### src/rtl/vim_pkg.sv
// Shared types for the vector classifier.
// Class codes are used by both the classifier and the counters.
package vim_pkg;

  typedef enum logic [2:0] {
    CLS_ZERO    = 3'd0,
    CLS_ONEHOT  = 3'd1,
    CLS_ALLONES = 3'd2,
    CLS_MULTI   = 3'd3,
    CLS_UNKNOWN = 3'd4
  } vec_class_e;

  localparam int unsigned NUM_KNOWN = 4;

endpackage

### src/rtl/vim_classify.sv
// Combinational classifier: popcount plus class decode.
// VIM_XCHK_EN adds X/Z detection mapping to CLS_UNKNOWN.
module vim_classify
  import vim_pkg::*;
#(
  parameter int unsigned WIDTH  = 4,
  parameter int unsigned ONES_W = $clog2(WIDTH + 1)
) (
  input  logic [WIDTH-1:0]  in_data,
  output vec_class_e        cls,
  output logic [ONES_W-1:0] ones
);

  logic [ONES_W-1:0] cnt;

  // Population count of the input vector
  always_comb begin
    cnt = '0;
    for (int i = 0; i < int'(WIDTH); i++) begin
      cnt = cnt + ONES_W'(in_data[i]);
    end
  end

  // Decode count to class; all-ones outranks multi
  always_comb begin
    ones = cnt;
    unique case (1'b1)
      (cnt == '0):                 cls = CLS_ZERO;
      (cnt == ONES_W'(1)):         cls = CLS_ONEHOT;
      (cnt == ONES_W'(WIDTH)):     cls = CLS_ALLONES;
      default:                     cls = CLS_MULTI;
    endcase
`ifdef VIM_XCHK_EN
    if ($isunknown(in_data)) begin
      cls  = CLS_UNKNOWN;
      ones = '0;
    end
`endif
  end

endmodule

### src/rtl/vim.sv
// Vector classifier with 1-deep output register and per-class counters.
// Define VIM_XCHK_EN to enable X/Z detection and cnt_unknown.
module vim
  import vim_pkg::*;
#(
  parameter int unsigned WIDTH = 4,
  parameter int unsigned CNT_W = 16
) (
  input  logic                         clk,
  input  logic                         rst_n,
  input  logic                         in_valid,
  output logic                         in_ready,
  input  logic [WIDTH-1:0]             in_data,
  input  logic [WIDTH-1:0]             ref_data,
  output logic                         out_valid,
  input  logic                         out_ready,
  output logic [2:0]                   out_class,
  output logic [$clog2(WIDTH+1)-1:0]   out_ones,
  output logic                         out_eq,
  input  logic                         clr_stats,
  output logic [CNT_W-1:0]             cnt_zero,
  output logic [CNT_W-1:0]             cnt_onehot,
  output logic [CNT_W-1:0]             cnt_allones,
  output logic [CNT_W-1:0]             cnt_multi,
  output logic [CNT_W-1:0]             cnt_unknown
);

  localparam int unsigned ONES_W = $clog2(WIDTH + 1);

  vec_class_e        cls;
  logic [ONES_W-1:0] ones;
  logic              eq;
  logic              xfer;

  logic              out_valid_d, out_valid_q;
  vec_class_e        out_class_d, out_class_q;
  logic [ONES_W-1:0] out_ones_d,  out_ones_q;
  logic              out_eq_d,    out_eq_q;

  logic [CNT_W-1:0]  cnt_d [NUM_KNOWN];
  logic [CNT_W-1:0]  cnt_q [NUM_KNOWN];

  vim_classify #(
    .WIDTH  (WIDTH),
    .ONES_W (ONES_W)
  ) u_classify (
    .in_data (in_data),
    .cls     (cls),
    .ones    (ones)
  );

  assign in_ready = !out_valid_q || out_ready;
  assign xfer     = in_valid && in_ready;

  // Equality only counts when both operands are fully known
  always_comb begin
    eq = (in_data == ref_data);
`ifdef VIM_XCHK_EN
    if ($isunknown(in_data) || $isunknown(ref_data)) begin
      eq = 1'b0;
    end
`endif
  end

  // Output register: load on transfer, drop valid once consumed
  always_comb begin
    out_valid_d = out_valid_q;
    out_class_d = out_class_q;
    out_ones_d  = out_ones_q;
    out_eq_d    = out_eq_q;
    if (xfer) begin
      out_valid_d = 1'b1;
      out_class_d = cls;
      out_ones_d  = ones;
      out_eq_d    = eq;
    end else if (out_ready) begin
      out_valid_d = 1'b0;
    end
  end

  // Output register state
  always_ff @(posedge clk or negedge rst_n) begin
    if (!rst_n) begin
      out_valid_q <= 1'b0;
      out_class_q <= CLS_ZERO;
      out_ones_q  <= '0;
      out_eq_q    <= 1'b0;
    end else begin
      out_valid_q <= out_valid_d;
      out_class_q <= out_class_d;
      out_ones_q  <= out_ones_d;
      out_eq_q    <= out_eq_d;
    end
  end

  // Saturating per-class counters; clear beats a same-cycle transfer
  always_comb begin
    for (int k = 0; k < int'(NUM_KNOWN); k++) begin
      cnt_d[k] = cnt_q[k];
    end
    if (clr_stats) begin
      for (int k = 0; k < int'(NUM_KNOWN); k++) begin
        cnt_d[k] = '0;
      end
    end else if (xfer && cls != CLS_UNKNOWN) begin
      if (cnt_q[cls[1:0]] != '1) begin
        cnt_d[cls[1:0]] = cnt_q[cls[1:0]] + CNT_W'(1);
      end
    end
  end

  // Counter state
  always_ff @(posedge clk or negedge rst_n) begin
    if (!rst_n) begin
      for (int k = 0; k < int'(NUM_KNOWN); k++) begin
        cnt_q[k] <= '0;
      end
    end else begin
      for (int k = 0; k < int'(NUM_KNOWN); k++) begin
        cnt_q[k] <= cnt_d[k];
      end
    end
  end

`ifdef VIM_XCHK_EN
  logic [CNT_W-1:0] unk_d, unk_q;

  // Unknown-class counter, same clear/saturate rules
  always_comb begin
    unk_d = unk_q;
    if (clr_stats) begin
      unk_d = '0;
    end else if (xfer && cls == CLS_UNKNOWN && unk_q != '1) begin
      unk_d = unk_q + CNT_W'(1);
    end
  end

  // Unknown counter state
  always_ff @(posedge clk or negedge rst_n) begin
    if (!rst_n) begin
      unk_q <= '0;
    end else begin
      unk_q <= unk_d;
    end
  end

  assign cnt_unknown = unk_q;
`else
  assign cnt_unknown = '0;
`endif

  assign out_valid   = out_valid_q;
  assign out_class   = out_class_q;
  assign out_ones    = out_ones_q;
  assign out_eq      = out_eq_q;
  assign cnt_zero    = cnt_q[CLS_ZERO[1:0]];
  assign cnt_onehot  = cnt_q[CLS_ONEHOT[1:0]];
  assign cnt_allones = cnt_q[CLS_ALLONES[1:0]];
  assign cnt_multi   = cnt_q[CLS_MULTI[1:0]];

endmodule

### config.mk
export PLATFORM = sky130hd
export DESIGN_NAME = vim
export DESIGN_NICKNAME = d
export VERILOG_FILES = /design/src/rtl/vim_pkg.sv /design/src/rtl/vim_classify.sv /design/src/rtl/vim.sv
export SDC_FILE = /design/constraint.sdc
export NUM_CORES = 1
export LEC_CHECK = 0
export ABC_AREA = 1
export CORE_MARGIN = 2
export CORE_UTILIZATION = 56
export DETAILED_ROUTE_END_ITERATION = 10
export GPL_TIMING_DRIVEN = 0
export PLACE_DENSITY_LB_ADDON = 0.15
export SYNTH_ARGS = -nofsm -noshare
export SYNTH_HDL_FRONTEND = slang
export SYNTH_SLANG_ARGS = --single-unit
### constraint.sdc
create_clock -name clk -period 3.6 [get_ports clk]
set_input_delay 0.72 -clock clk [delete_from_list [all_inputs] [get_ports clk]]
set_output_delay 0.72 -clock clk [all_outputs]
set_load 0.01 [all_outputs]
* Yosys cells after proc, flatten, opt, wreduce, memory -nomap -nowiden *
Cells that the tools add are included.

word-level totals
  register bits after elaboration = 72
  input bits = 13
  output and inout bits = 89

cells by class
  $add $sub $neg = 4
  order comparisons = 2
  bitwise operators = 1
  reductions and logical operators = 10
  multiplexer cells = 12
  equal/unequal tests = 5

operator list
  kind                                                                   number
  64-bit two-way mux                                                     3
  64-bit bitwise mux                                                     1
  16-bit two-way mux                                                     3
  16-bit binary-select mux with 2-bit select                             1
  16-bit demux with 2-bit select                                         1
  16-bit by 1-bit adder with 16-bit output (second input constant)       1
  16-bit inequality test (second input constant)                         1
  3-bit by 1-bit adder with 3-bit output                                 2
  2-bit one-hot mux with 3 select lines                                  1
  2-bit nonzero test                                                     3
  4-bit == test                                                          1
  3-bit by 1-bit == test with 1-bit output (second input constant)       1
  3-bit == test (second input constant)                                  1
  3-bit greater-or-equal comparator (second input constant)              1
  1-bit logical AND                                                      3
  3-bit logical NOT                                                      1
  3-bit by 1-bit < comparator with 1-bit output (second input constant)  1
  3-bit inequality test (second input constant)                          1
  2-bit NOT with 3-bit output                                            1
  1-bit by 1-bit adder with 2-bit output                                 1
  1-bit two-way mux                                                      2
  2-bit AND reduction                                                    1
  1-bit logical NOT                                                      1
  1-bit logical OR                                                       1

* Logic depth before layout (Yosys ltp) *
  depth after elaboration = 14
  depth in mapped cells = 22
  mapped depth without buffers = 20

* Cells and area by module *
Synthesis repeated with hierarchy kept, for this count alone.

unflattened totals
  cell total of the unflattened synthesis = 623
  area total of the unflattened synthesis = 4443.0 um^2

by module, submodules not included
  module        cells an instance  times used  area an instance (um^2)  seq. area each (um^2)
  vim           608                1           4349.2                   1801.7
  vim_classify  15                 1           93.8                     0.0

* Least setup slack after synthesis *
No wires, ideal clock.

  path kind = input-to-reg
  from = input in_data[0]
  to = register cnt_q, in the netlist cnt_allones[1]
  library setup time = 0.117 ns
  setup slack = 0.074 ns
  arrival = 3.409 ns
  cell stages on the path = 20
  cells stage by stage = ha_1 inv_1 fa_1 inv_1 ha_1 inv_2 nand2_4 buf_6 buf_6 nand3_1 nand2_1 nor2_1 ha_1 nand3_2 nor2_4 nand3_2 buf_6 buf_6 nand4_1 nand2_1

between the ends
  cells in the longest elaborated chain, start to end = 14
  elaborated cells between the ends (all ways) = 27
  classes of those cells = add/sub (4); order compare (2); eq/ne (4); mux (10); bitwise (1); reduce/logical (6)

RTL lines
  what                                                                                               line                    text
  start, declared                                                                                    vim.sv:13               input logic [WIDTH-1:0] in_data,
  1-bit by 1-bit adder with 2-bit output (*)                                                         vim_classify.sv:20      cnt = cnt + ONES_W'(in_data[i]);
  3-bit by 1-bit adder with 3-bit output (*) (2 in series)                                           vim_classify.sv:20
  via ones[1]                                                                                        vim.sv:31               logic [ONES_W-1:0] ones;
  3-bit == test, or another cell as far along                                                        vim_classify.sv:30      (cnt == ONES_W'(WIDTH)): cls = CLS_ALLONES;
  2-bit one-hot mux with 3 select lines (*)                                                          vim_classify.sv:27      unique case (1'b1)
  2-bit NOT with 3-bit output (implied by the code)                                                  vim.sv:106, vim.sv:107
  16-bit binary-select mux with 2-bit select, or another cell as far along                           vim.sv:106, vim.sv:107
  16-bit two-way mux (implied by the code) / 1-bit logical AND (equally long branches)               vim.sv:106, vim.sv:107
  16-bit two-way mux (on tied branches)                                                              vim.sv:106, vim.sv:107
  16-bit by 1-bit adder with 16-bit output / 16-bit demux with 2-bit select (equally long branches)  vim.sv:107              cnt_d[cls[1:0]] = cnt_q[cls[1:0]] + CNT_W'(1);
  64-bit bitwise mux                                                                                 vim.sv:107
  64-bit two-way mux                                                                                 vim.sv:106              if (cnt_q[cls[1:0]] != '1) begin
  64-bit two-way mux                                                                                 vim.sv:105              end else if (xfer && cls != CLS_UNKNOWN) begin
  64-bit two-way mux                                                                                 vim.sv:101              if (clr_stats) begin
  end signal, assigned by index                                                                      vim.sv:120              cnt_q[k] <= cnt_d[k];
  end, declared                                                                                      vim.sv:41               logic [CNT_W-1:0] cnt_q [NUM_KNOWN];

Mark *: on every way through the listed nets, which the timed path passes. The rest lies on a longest branch. The select of a mux whose other input is x is not followed.
A chain may end at the register's enable or synchronous reset.

* Worst setup path in the final report *
  from = input in_data[0]
  to = register cnt_q, in the netlist cnt_zero[7]

Same word-level chain as after synthesis.

==> results.yml <==
run_status:
  status: "finished clean"
global_route:
  grt.total_usage_pct: 34.8
  grt.overflow.total: 0
  grt_max_degree: 72
  grt_antenna_before_repair: 0
  grt_first_pass_wirelength_microns: 25900
  first_global_vias: 4999
detailed_routing:
  wl_per_cell_microns: 17.0
  iter_0_drt_violations: 510
  detail_route.wirelength_microns: 16500
  route.antenna.remaining_nets: 0
  route.detailed.vias_per_inst: 5.54
  drc_errors: 0
  dr.pass1.iters: 5
  num_vias: 5369
clocking:
  cts_max_level: 3
  cts_buf_count: 9
  cts.reportedPaths.clkPinSlew_ns: 0.08
  cts.sink_count: 71
  clock_latency_ns: 0.35
  tritoncts: "built"
  clock-root-buffer: "clkbuf_8"
  cts_max_path_buffers: 2
  cts_hold_repair.buffers: 0
floorplanning:
  initial_utilization_pct: 56.8
  die_width_microns: 97.3
  full_die_area_sq_um: 9470
  row_count: 34
  dieHeight_microns: 97.3
  core-area_sq_um: 8590
  top_level_ports: 102
logic_synthesis:
  synth.ff_latch_count: 71
  seq_area_frac_synth_pct: 36.4
  synth_top_area_share_pct: 36.4
  ys.warnings.count: 0
  post_synth_num_cell_types: 27
  synthesis.area_per_instance_sq_um: 6.64
  synthCells: 735
  netlist_top_cells_area: "dfrtp_1 36%, nand2_1 28%, inv_1 6.4%"
  synth_largest_area_cell: "dfrtp_1"
  synth_area_sq_um: 4880
power_and_ir_drop:
  report.power.total_uw: 2590
  power_leakage_uw: 0.00338
  internal-power_uw: 1540
  clock_power_share_pct: 21.2
  portion_of_total_power_attributed_to_sequential_cells_pct: 35.1
  combinationalPowerShare_pct: 43.7
  powerDensity_nw_per_um2: 406
  vdd_drop_max_v: 0.000233
  switchingPower_uw: 1050
  netSwitchingFraction_pct: 40.7
sta:
  max_slew_vio_count: 0
  worst_skew_ns: 0.0107
  slew_headroom_pct: 39.6
  maxClockFrequency_mhz: 284
  setup_violations_final: 0
  setup_ws_ns: 0.0780
  fin_crit_ns: 3.52
  max_slew.worst_pin.slew_ns: 0.906
  report.final.hold_viol_count: 0
  worst_hold_margin_ns: 0.463
  min_period_over_period_pct: 97.8
critical_path:
  worstPathRequired_ns: 3.88
  crit_type: "in2reg"
  critPathTopFamily: "simple AND/OR/NAND/NOR gates"
  slowest_delay_ns: 0.41
  critical-path-slowest-cell: "nor2_2"
  crit_path_frequent_cell: "inv_1"
  critical_path_peak_fanout: 10
  worstRegToRegCells: 7
  setup.worst_path.start_class: "input port"
  critical_path_depth: 17
  reg2reg_to: "cnt_zero[6]"
  cp-end-kind: "flip-flop"
  critical_path.cell_chain: "dlygate4sd2_1 > ha_1 > inv_1 > fa_2 > inv_2 > ha_4 > inv_4 > nand2_4 > buf_6 > buf_2 > nor2_1 > inv_1 > nor2_2 > inv_1 > nor2_4 > nand2_1 > nand2_1"
  setup.reg_to_reg.worst_slack_ns: 1.46
  worst-path-buf-inv: 8
  worstReg2RegStart: "out_valid"
  critical_path_arrival_ns: 3.80
placement:
  gp_routability_congestion: 1.00
  io_buffer_count: 84
  pre_cts_slack_ns: -1.40
  placedCellCount: 943
  dp_hpwl_microns: 11600
final_layout:
  layout-area-overhead-vs-synth_pct: 30.6
  antenna-diode-count: 0
  stdcell_count: 969
  drive_above_1_share_pct: 13.7
  nets: 877
hold_path:
  hold_path.class: "in2async"
job:
  maxCapViolCount: 0
Yosys cell counts, drive strengths merged:
master / instances
buf: 43
o41ai: 1
nand2: 365
xor2: 6
dfrtp: 71
ha: 4
nand3: 57
clkbuf: 3
nand3b: 3
nor2: 47
xnor2: 2
conb: 1
inv: 88
o21ai: 10
nand4: 33
fa: 1
metal layers:
metal | vias up | track usage, % | wire [microns]
li1 | 2466 | - | -
met1 | 2515 | 49.4 | 6850
met2 | 328 | 53.3 | 7460
met3 | 60 | 5.18 | 1630
met4 | 0 | 15.5 | 566
met5 | - | 0 | 0
cell type report:
| type | instances | area (sq um) |
|---|---|---|
| tap | 108 | 135 |
| fill | 690 | 2220 |
| clock buffer | 11 | 141 |
| multi-input combinational | 546 | 2600 |
| sequential | 71 | 1780 |
| timing repair buffer | 97 | 955 |
| inverter | 88 | 335 |
| clock inverter | 2 | 10.0 |
| buffer | 46 | 414 |
power by group through the flow:
| stage | logic (uW) | clock network [uW] | registers (uW) |
|---|---|---|---|
| detailed placement | 1020 | 0 | 923 |
| global placement | 991 | 0 | 920 |
| floorplan | 621 | 0 | 945 |
| CTS | 1070 | 546 | 908 |
| global route | 1220 | 585 | 917 |
| finish | 1130 | 548 | 909 |
placed cells by master (no fill, tap or decap), drive strengths merged:
cell,n
fa,1
clkdlybuf4s50,79
clkbuf,15
conb,17
xor2,6
xnor2,2
inv,88
nand4,33
nand2,365
ha,4
buf,56
nand3b,3
dfrtp,71
nand3,57
o41ai,1
o21ai,10
nor2,47
clkinv,2
dlymetal6s2s,2
dlygate4sd2,2
how the worst max path moves through the flow:
stage / end / from / slack [ns]
floorplan: cnt_allones[1] / in_data[0] / 0.07
finish: cnt_zero[7] / in_data[0] / 0.08
detailed placement: cnt_multi[12] / in_data[1] / -1.40
global placement: cnt_allones[15] / in_data[0] / -1.23
global route: cnt_allones[1] / in_data[0] / -0.01
CTS: cnt_allones[1] / in_data[1] / 0.01
state kept, by name, indices dropped and copies added (netlist names):
signal / count
cnt_multi: 16
out_class: 2
out_valid: 1
cnt_onehot: 16
cnt_zero: 16
out_eq: 1
out_ones: 3
cnt_allones: 16
worst reg2reg max path: cells and delay by family, from the launching register on:
family | cells | cell delay, ns
buffers and inverters | 3 | 1.11
flip-flops | 1 | 0.38
AND/OR/NAND/NOR | 4 | 0.58
logic make-up (layout without fill, tap and decap cells):
| logic type | after synthesis | after routing | share of synthesized area, % |
|---|---|---|---|
| AOI/OAI and AO/OA | 11 | 11 | 1.21 |
| xor gates and xnor gates | 8 | 8 | 1.44 |
| adders and majority gates | 5 | 5 | 1.44 |
| buffers and inverters | 134 | 244 | 14.2 |
| DFF | 71 | 71 | 36.4 |
| other | 1 | 17 | 0.0769 |
| and+or+nand+nor | 505 | 505 | 45.3 |
repair_timing:
action,4_1_cts,5_1_grt
buffers inserted,13,0
endpoints found under the setup margin,64,64
pin swaps,11,11
gates resized for setup,26,27
stage by stage:
step                      TNS [ns]  util, %  cell area (sq um)
after CTS                        0     73.0               6270
after global routing       -0.0146     74.1               6370
after global placement      -96.59     68.8               5910
final                            0     74.1               6370
after detailed placement    -80.72     68.8               5910
after floorplan                  0        -               4940
(Power assumes the default switching activity.)
